$ cat src/rtl/if_id_stage_if.sv
// rtl/if_id_stage_if.sv - fetch/decode handshake and decode-field bundle for if_id_stage
interface if_id_stage_if;
    logic        in_valid;
    logic        in_ready;
    logic [31:0] in_instr;
    logic [31:0] in_pc4;
    logic        stall;
    logic        flush;
    logic        out_valid;
    logic [31:0] out_instr;
    logic [31:0] out_pc4;
    logic [5:0]  out_opcode;
    logic [4:0]  out_rs;
    logic [4:0]  out_rt;
    logic [4:0]  out_rd;
    logic [4:0]  out_shamt;
    logic [5:0]  out_funct;
    logic [15:0] out_imm16;
    logic        out_sign_extend;

    modport slave (
        input  in_valid, in_instr, in_pc4, stall, flush,
        output in_ready, out_valid, out_instr, out_pc4, out_opcode, out_rs, out_rt,
               out_rd, out_shamt, out_funct, out_imm16, out_sign_extend
    );

    modport master (
        output in_valid, in_instr, in_pc4, stall, flush,
        input  in_ready, out_valid, out_instr, out_pc4, out_opcode, out_rs, out_rt,
               out_rd, out_shamt, out_funct, out_imm16, out_sign_extend
    );
endinterface

$ cat src/rtl/if_id_stage.sv
// rtl/if_id_stage.sv - IF/ID 2-entry skid buffer with stall/flush and instruction field decode
module if_id_stage (
    input  logic          clk,
    input  logic          rst_n,
    if_id_stage_if.slave  bus
);
    logic [1:0]  count_q, count_d;
    logic [31:0] h_instr_q, h_instr_d;
    logic [31:0] h_pc4_q, h_pc4_d;
    logic [31:0] t_instr_q, t_instr_d;
    logic [31:0] t_pc4_q, t_pc4_d;
    logic        ready_q;
    logic        accept;
    logic        consume;
    logic        head_valid;
    logic [31:0] instr;

    assign head_valid = (count_q != 2'd0);
    assign accept     = bus.in_valid && ready_q && !bus.flush;
    assign consume    = head_valid && !bus.stall && !bus.flush;

    always_comb begin
        count_d   = count_q;
        h_instr_d = h_instr_q;
        h_pc4_d   = h_pc4_q;
        t_instr_d = t_instr_q;
        t_pc4_d   = t_pc4_q;
        if (bus.flush) begin
            count_d   = 2'd0;
            h_instr_d = 32'h0;
            h_pc4_d   = 32'h0;
            t_instr_d = 32'h0;
            t_pc4_d   = 32'h0;
        end else begin
            case (count_q)
                2'd0: begin
                    if (accept) begin
                        h_instr_d = bus.in_instr;
                        h_pc4_d   = bus.in_pc4;
                        count_d   = 2'd1;
                    end
                end
                2'd1: begin
                    if (accept && consume) begin
                        h_instr_d = bus.in_instr;
                        h_pc4_d   = bus.in_pc4;
                    end else if (accept) begin
                        t_instr_d = bus.in_instr;
                        t_pc4_d   = bus.in_pc4;
                        count_d   = 2'd2;
                    end else if (consume) begin
                        h_instr_d = 32'h0;
                        h_pc4_d   = 32'h0;
                        count_d   = 2'd0;
                    end
                end
                default: begin
                    // Full: ready was low last cycle, so only a drain can happen here.
                    if (consume) begin
                        h_instr_d = t_instr_q;
                        h_pc4_d   = t_pc4_q;
                        t_instr_d = 32'h0;
                        t_pc4_d   = 32'h0;
                        count_d   = 2'd1;
                    end
                end
            endcase
        end
    end

    always_ff @(posedge clk or negedge rst_n) begin
        if (!rst_n) begin
            count_q   <= 2'd0;
            h_instr_q <= 32'h0;
            h_pc4_q   <= 32'h0;
            t_instr_q <= 32'h0;
            t_pc4_q   <= 32'h0;
            ready_q   <= 1'b1;
        end else begin
            count_q   <= count_d;
            h_instr_q <= h_instr_d;
            h_pc4_q   <= h_pc4_d;
            t_instr_q <= t_instr_d;
            t_pc4_q   <= t_pc4_d;
            ready_q   <= (count_d < 2'd2);
        end
    end

    assign instr               = head_valid ? h_instr_q : 32'h0;
    assign bus.in_ready        = ready_q;
    assign bus.out_valid       = head_valid;
    assign bus.out_instr       = instr;
    assign bus.out_pc4         = head_valid ? h_pc4_q : 32'h0;
    assign bus.out_opcode      = instr[31:26];
    assign bus.out_rs          = instr[25:21];
    assign bus.out_rt          = instr[20:16];
    assign bus.out_rd          = instr[15:11];
    assign bus.out_shamt       = instr[10:6];
    assign bus.out_funct       = instr[5:0];
    assign bus.out_imm16       = instr[15:0];
    // andi/ori/xori/lui (0x0C..0x0F) take a zero-extended immediate.
    assign bus.out_sign_extend = (instr[31:28] != 4'b0011);
endmodule

$ cat src/flat_wrapper.sv
// flat-port wrapper written by rule: the top's interface ports become plain ports
module if_id_stage_flat 
  (clk, rst_n, bus_in_valid, bus_in_instr, bus_in_pc4, bus_stall, bus_flush, bus_in_ready, bus_out_valid, bus_out_instr, bus_out_pc4, bus_out_opcode, bus_out_rs, bus_out_rt, bus_out_rd, bus_out_shamt, bus_out_funct, bus_out_imm16, bus_out_sign_extend);
  if_id_stage_if bus_i ();
  input  logic clk;
  input  logic rst_n;
  input wire logic [$bits(bus_i.in_valid)-1:0] bus_in_valid;
  input wire logic [$bits(bus_i.in_instr)-1:0] bus_in_instr;
  input wire logic [$bits(bus_i.in_pc4)-1:0] bus_in_pc4;
  input wire logic [$bits(bus_i.stall)-1:0] bus_stall;
  input wire logic [$bits(bus_i.flush)-1:0] bus_flush;
  output wire logic [$bits(bus_i.in_ready)-1:0] bus_in_ready;
  output wire logic [$bits(bus_i.out_valid)-1:0] bus_out_valid;
  output wire logic [$bits(bus_i.out_instr)-1:0] bus_out_instr;
  output wire logic [$bits(bus_i.out_pc4)-1:0] bus_out_pc4;
  output wire logic [$bits(bus_i.out_opcode)-1:0] bus_out_opcode;
  output wire logic [$bits(bus_i.out_rs)-1:0] bus_out_rs;
  output wire logic [$bits(bus_i.out_rt)-1:0] bus_out_rt;
  output wire logic [$bits(bus_i.out_rd)-1:0] bus_out_rd;
  output wire logic [$bits(bus_i.out_shamt)-1:0] bus_out_shamt;
  output wire logic [$bits(bus_i.out_funct)-1:0] bus_out_funct;
  output wire logic [$bits(bus_i.out_imm16)-1:0] bus_out_imm16;
  output wire logic [$bits(bus_i.out_sign_extend)-1:0] bus_out_sign_extend;
  assign bus_i.in_valid = bus_in_valid;
  assign bus_i.in_instr = bus_in_instr;
  assign bus_i.in_pc4 = bus_in_pc4;
  assign bus_i.stall = bus_stall;
  assign bus_i.flush = bus_flush;
  assign bus_in_ready = bus_i.in_ready;
  assign bus_out_valid = bus_i.out_valid;
  assign bus_out_instr = bus_i.out_instr;
  assign bus_out_pc4 = bus_i.out_pc4;
  assign bus_out_opcode = bus_i.out_opcode;
  assign bus_out_rs = bus_i.out_rs;
  assign bus_out_rt = bus_i.out_rt;
  assign bus_out_rd = bus_i.out_rd;
  assign bus_out_shamt = bus_i.out_shamt;
  assign bus_out_funct = bus_i.out_funct;
  assign bus_out_imm16 = bus_i.out_imm16;
  assign bus_out_sign_extend = bus_i.out_sign_extend;
  if_id_stage u_core (.clk(clk), .rst_n(rst_n), .bus(bus_i));
endmodule
$ cat config.mk
export PLATFORM = sky130hd
export DESIGN_NAME = if_id_stage_flat
export DESIGN_NICKNAME = d
export VERILOG_FILES = /design/src/rtl/if_id_stage_if.sv /design/src/rtl/if_id_stage.sv /design/src/flat_wrapper.sv
export SDC_FILE = /design/constraint.sdc
export NUM_CORES = 1
export LEC_CHECK = 0
export ABC_CLOCK_PERIOD_IN_PS = 2600
export CORE_MARGIN = 5
export CORE_UTILIZATION = 54
export DETAILED_ROUTE_END_ITERATION = 8
export PLACE_DENSITY = 0.92
export SYNTH_ARGS = -nofsm -noshare
export SYNTH_HDL_FRONTEND = slang
export SYNTH_SLANG_ARGS = --single-unit
export TNS_END_PERCENT = 50
$ cat constraint.sdc
create_clock -name clk -period 2.6 [get_ports clk]
set_clock_uncertainty 0.15 [all_clocks]
set_input_delay 0.39 -clock clk [delete_from_list [all_inputs] [get_ports clk]]
set_output_delay 0.39 -clock clk [all_outputs]
set_load 0.03 [all_outputs]
* Word level (Yosys, flattened, before mapping) *
Cells that the tools add are included.

word-level totals
  bits in latches = 0
  bits of input ports = 69
  flip-flop bits (word level) = 131
  ROM bits = 0
  bits in writable memories = 0
  memories kept = 0

operators by class
  mux-type cells = 27
  multipliers = 0
  divide/modulo/power cells = 0
  shift-type cells = 0
  add/subtract/negate cells = 0
  equality and inequality tests = 8
  reductions and logical operators = 13
  bitwise gates (word level) = 0
  order comparisons = 1

operators with widths
  cell                                                                    count
  32-bit two-way mux                                                      16
  32-bit case mux with 2 select lines                                     4
  2-bit two-way mux                                                       6
  4-bit by 2-bit != test with 1-bit output (second input constant)        2
  4-bit AND reduction                                                     2
  3-bit by 2-bit != test with 1-bit output (second input constant)        2
  1-bit logical AND                                                       5
  4-bit != test (second input constant)                                   1
  2-bit case mux with 2 select lines                                      1
  4-bit nonzero test                                                      1
  3-bit != test (second input constant)                                   1
  3-bit nonzero test                                                      1
  2-bit by 1-bit equality test with 1-bit output (second input constant)  1
  1-bit logical NOT                                                       2
  2-bit logical NOT                                                       1
  2-bit < comparator (second input constant)                              1
  2-bit != test (second input constant)                                   1
  2-bit nonzero test                                                      1

* Longest topological paths before layout *
  word-level depth = 9
  gate-level depth with buffers = 6

* Least setup slack after synthesis *
Ideal clock, no wire load.

  path type = reg-to-output
  from = reg u_core.count_q[0]
  to = out bus_out_opcode[0]
  data arrival time = 1609 ps
  path buffers = 2
  setup slack = 451 ps
  data required time = 2060 ps
  stages on the path, launching flop included = 5
  cell sequence = dfrtp_1 > or2_2 > clkbuf_1 > and2_1 > buf_4

between the ends
  cells in the longest elaborated chain, start to end = 2

ends and longest elaborated chain
  what                     line                RTL
  start, declared          if_id_stage.sv:7    logic [1:0] count_q, count_d;
  start signal, assigned   if_id_stage.sv:80   count_q <= count_d;
  2-bit nonzero test       if_id_stage.sv:18   assign head_valid = (count_q != 2'd0);
  named net bus_out_valid  flat_wrapper.sv:13  output wire logic [$bits(bus_i.out_valid)-1:0] bus_out_valid;
  32-bit two-way mux       if_id_stage.sv:89   assign instr = head_valid ? h_instr_q : 32'h0;
  end, declared            flat_wrapper.sv:16  output wire logic [$bits(bus_i.out_opcode)-1:0] bus_out_opcode;

The timed path passes the listed nets, and every way through them passes these cells.

* Final worst setup path *
  from = reg u_core.count_q[1]
  to = out bus_out_sign_extend

between the ends
  cells in the longest elaborated chain, start to end = 3

ends and longest elaborated chain
  what                                      line                RTL
  2-bit nonzero test                        if_id_stage.sv:18
  32-bit two-way mux                        if_id_stage.sv:89
  4-bit by 2-bit != test with 1-bit output  if_id_stage.sv:102  assign bus.out_sign_extend = (instr[31:28] != 4'b0011);
  end, declared                             flat_wrapper.sv:23  output wire logic [$bits(bus_i.out_sign_extend)-1:0] bus_out_sign_extend;

Every way passes these cells.

==> flow_summary.toml <==
[floorplanning]
ios = 184
die_y_um = 128
start_util_pct = 54.5
die_w_um = 128
rows = 43
core_area_um2 = 13700
dieArea_um2 = 16300

[pwr]
p_seq_share_pct = 41.3
peakVddDrop_mv = 0.482
swShare_pct = 26.2
p_leak_nw = 4.38
pwr-share-comb_pct = 15.5
p_clk_share_pct = 43.1
power.switching_mw = 1.38
p_per_area_nw_per_um2 = 565
p_int_mw = 3.90

[outcome]
status = "complete, no violations"

[global_routing]
first_global_vias = 5760
grt_max_degree = 65
grt_overflow = 0
antenna_found_initial = 0
grt_pass1_wl_mm = 29.6
grt_util_all_layers_pct = 22.8

[clock_tree]
cts_buffers = 17
clock_latency_ns = 0.42
cts_tree = "yes"
clock-sinks = 131
postCtsSetupBuffers = 0
root_buffer = "clkbuf_16"
clk_pin_slew_ns = 0.05
clk_path_buf_depth = 2
h-tree-depth = 4

[route]
drc = 0
routedWlPerCell_um = 19.5
drt-total-wl_mm = 18.5
via_per_inst = 5.71
via_count = 5432
ant_nets = 0
dr.pass1.iters = 5
drtIter0Drc = 451

[logic_synthesis]
synthCells = 640
synth_seq_cells = 131
synth_area_leaders = "dfrtp_1 44%, mux2i_1 17%, o2bb2ai_2 12%"
yosys_warnings = 0
synth_top_area_share_pct = 43.5
syn_nets = 709
seq_area_frac_synth_pct = 43.9
yosysTopAreaCell = "dfrtp_1"
ys_types = 28
postSynthAreaPerCell_um2 = 11.7
syn_area_um2 = 7470

[worst_setup_path]
worst-setup-path-type = "flip-flop to output pin"
cp-end-kind = "output pin"
critPathMaxFanout = 8
crit_path_start_kind = "flip-flop"
crit_chain = "or2_2 > and2_1 > nand3_1 > dlygate4sd2_1"
cp-startpoint = "u_core.count_q[1]$_DFF_PN0_"
critPathArrivalTime_ns = 1.93
crit_slowest_cell = "dfrtp_4"
r2r-start = "u_core.count_q[1]$_DFF_PN0_"
critPathBufInv = 1
required_ns = 2.06
cp_top_family = "simple AND/OR/NAND/NOR gates"
slowest_delay_ns = 0.52

[timing]
worst_slack_ns = 0.126
tightest_slew_ns = 0.686
setup_viol = 0
slew_headroom_pct = 54.2
hold_viol_final = 0
layout_min_cycle_time_ns = 2.47
fmaxAchievable_ghz = 0.404
rsz0062_at_grt = "false"
drv_slew = 0
setup_tns_ns = 0
post-route-period-util_pct = 95.2

[placement]
dp_hpwl_mm = 11.9
port_buffers = 183
place_ws_ns = 0.296
placed_cells = 918
gp_congestion = 0.788

[finish]
drive_gt1_share_pct = 30.0
stdcell_count = 951
synthToLayoutAreaGrowth_pct = 25.0
antenna_cells = 0
nets = 827

[run]
drv_cap = 0

[hold_path]
worstHoldPathType = "input pin to flip-flop"
hp-start = "bus_flush"
[path summary, 6_finish.rpt]
path	to	slack (ns)	cells after the start
worst max-delay path	bus_out_sign_extend	0.13	4
worst min-delay path	u_core.bus.in_ready$_DFF_PN1_	0.24	2
worst max register to register	u_core.h_pc4_q[29]$_DFFE_PN0P_	0.42	5
worst min register to register	u_core.h_pc4_q[4]$_DFFE_PN0P_	0.34	1
max in group asynchronous	u_core.t_pc4_q[21]$_DFFE_PN0P_	1.24	3
min in group asynchronous	u_core.t_instr_q[26]$_DFFE_PN0P_	0.39	2
[synth_stat cells (all sizes together)]
master,count
a211o,1
a21o,1
a21oi,3
a31oi,1
and2,64
buf,82
clkbuf,22
dfrtp,130
dfstp,1
inv,1
mux2i,128
nand2,64
nand2b,1
nand3,1
nand3b,66
nand4,2
nor2,2
nor2b,1
nor3b,1
o21ai,1
o2bb2ai,64
or2,1
or3b,2
[logic make-up (layout without fill, tap and decap cells)]
| group | count (synthesis) | count (layout) | share of synthesized area [%] |
|---|---|---|---|
| mux | 128 | 128 | 17.1 |
| compound gates | 71 | 71 | 13.5 |
| simple gates | 205 | 205 | 16.1 |
| buf+inv | 105 | 236 | 9.38 |
| flops | 131 | 131 | 43.9 |
[worst reg2reg max path, delay by kind of cell (launching register included)]
family / cells / cell delay [ns]
flops: 1 / 0.52
buf+inv: 2 / 0.72
compound gates: 3 / 0.72
[state kept, by name, indices dropped and copies added (netlist names)]
signal,cells
u_core.bus.in_ready,1
u_core.t_pc4_q,32
u_core.t_instr_q,32
u_core.h_instr_q,32
u_core.h_pc4_q,32
u_core.count_q,2
[power groups by stage]
stage	clock network, mW	logic (mW)	registers, mW
CTS	2.31	0.826	2.18
detailed placement	0	0.819	2.21
global route	2.40	0.873	2.19
floorplan	0	0.522	2.20
finish	2.28	0.820	2.18
global placement	0	0.798	2.21
[stage by stage]
| step | hold WS [ns] | instance area [um^2] | utilization (%) | power, mW |
|---|---|---|---|---|
| floorplan | -0.0556 | 7470 | - | 2.72 |
| global placement | 0.288 | 8760 | 63.9 | 3.01 |
| detailed placement | 0.308 | 8760 | 63.9 | 3.03 |
| CTS | 0.211 | 9340 | 68.1 | 5.32 |
| global route | 0.246 | 9340 | 68.1 | 5.47 |
| finish | 0.235 | 9340 | 68.1 | 5.28 |
[placed cells by master, fill, tap and decap left out, types with 2 or more instances in the layout]
| cell | count |
|---|---|
| clkinv_2 | 3 |
| and2_1 | 64 |
| clkbuf_16 | 17 |
| o2bb2ai_2 | 61 |
| clkbuf_8 | 5 |
| buf_12 | 5 |
| nand3b_1 | 66 |
| clkbuf_1 | 5 |
| a21oi_1 | 2 |
| nand2_1 | 64 |
| mux2i_1 | 128 |
| dfrtp_1 | 129 |
| clkdlybuf4s50_1 | 67 |
| o2bb2ai_1 | 3 |
| buf_4 | 127 |
| nand4_1 | 2 |
| nor2_1 | 2 |
[final cells by class]
cell class	instances	area, um^2
clock buffer	27	513
clock inverter	5	52.6
fill	985	4380
inverter	1	3.75
multi-input combinational	404	3500
sequential	131	3280
tap	180	225
timing repair buffer	203	1760
[timing repair]
item | in CTS | in global routing
hold buffers | 1 | 0
gates resized for setup | 1 | 1
setup endpoints to repair | 1 | 24
hold endpoints to repair | 40 | 0
[layer usage]
layer,vias to the layer above,GRT usage (%),part of all wire (%)
met5,-,0,0
met3,27,6.52,6.8
met2,209,39.1,49
met1,2759,28.1,42
met4,0,7.05,1.7
li1,2437,-,-
No activity file was read; power rests on OpenSTA's default activity.
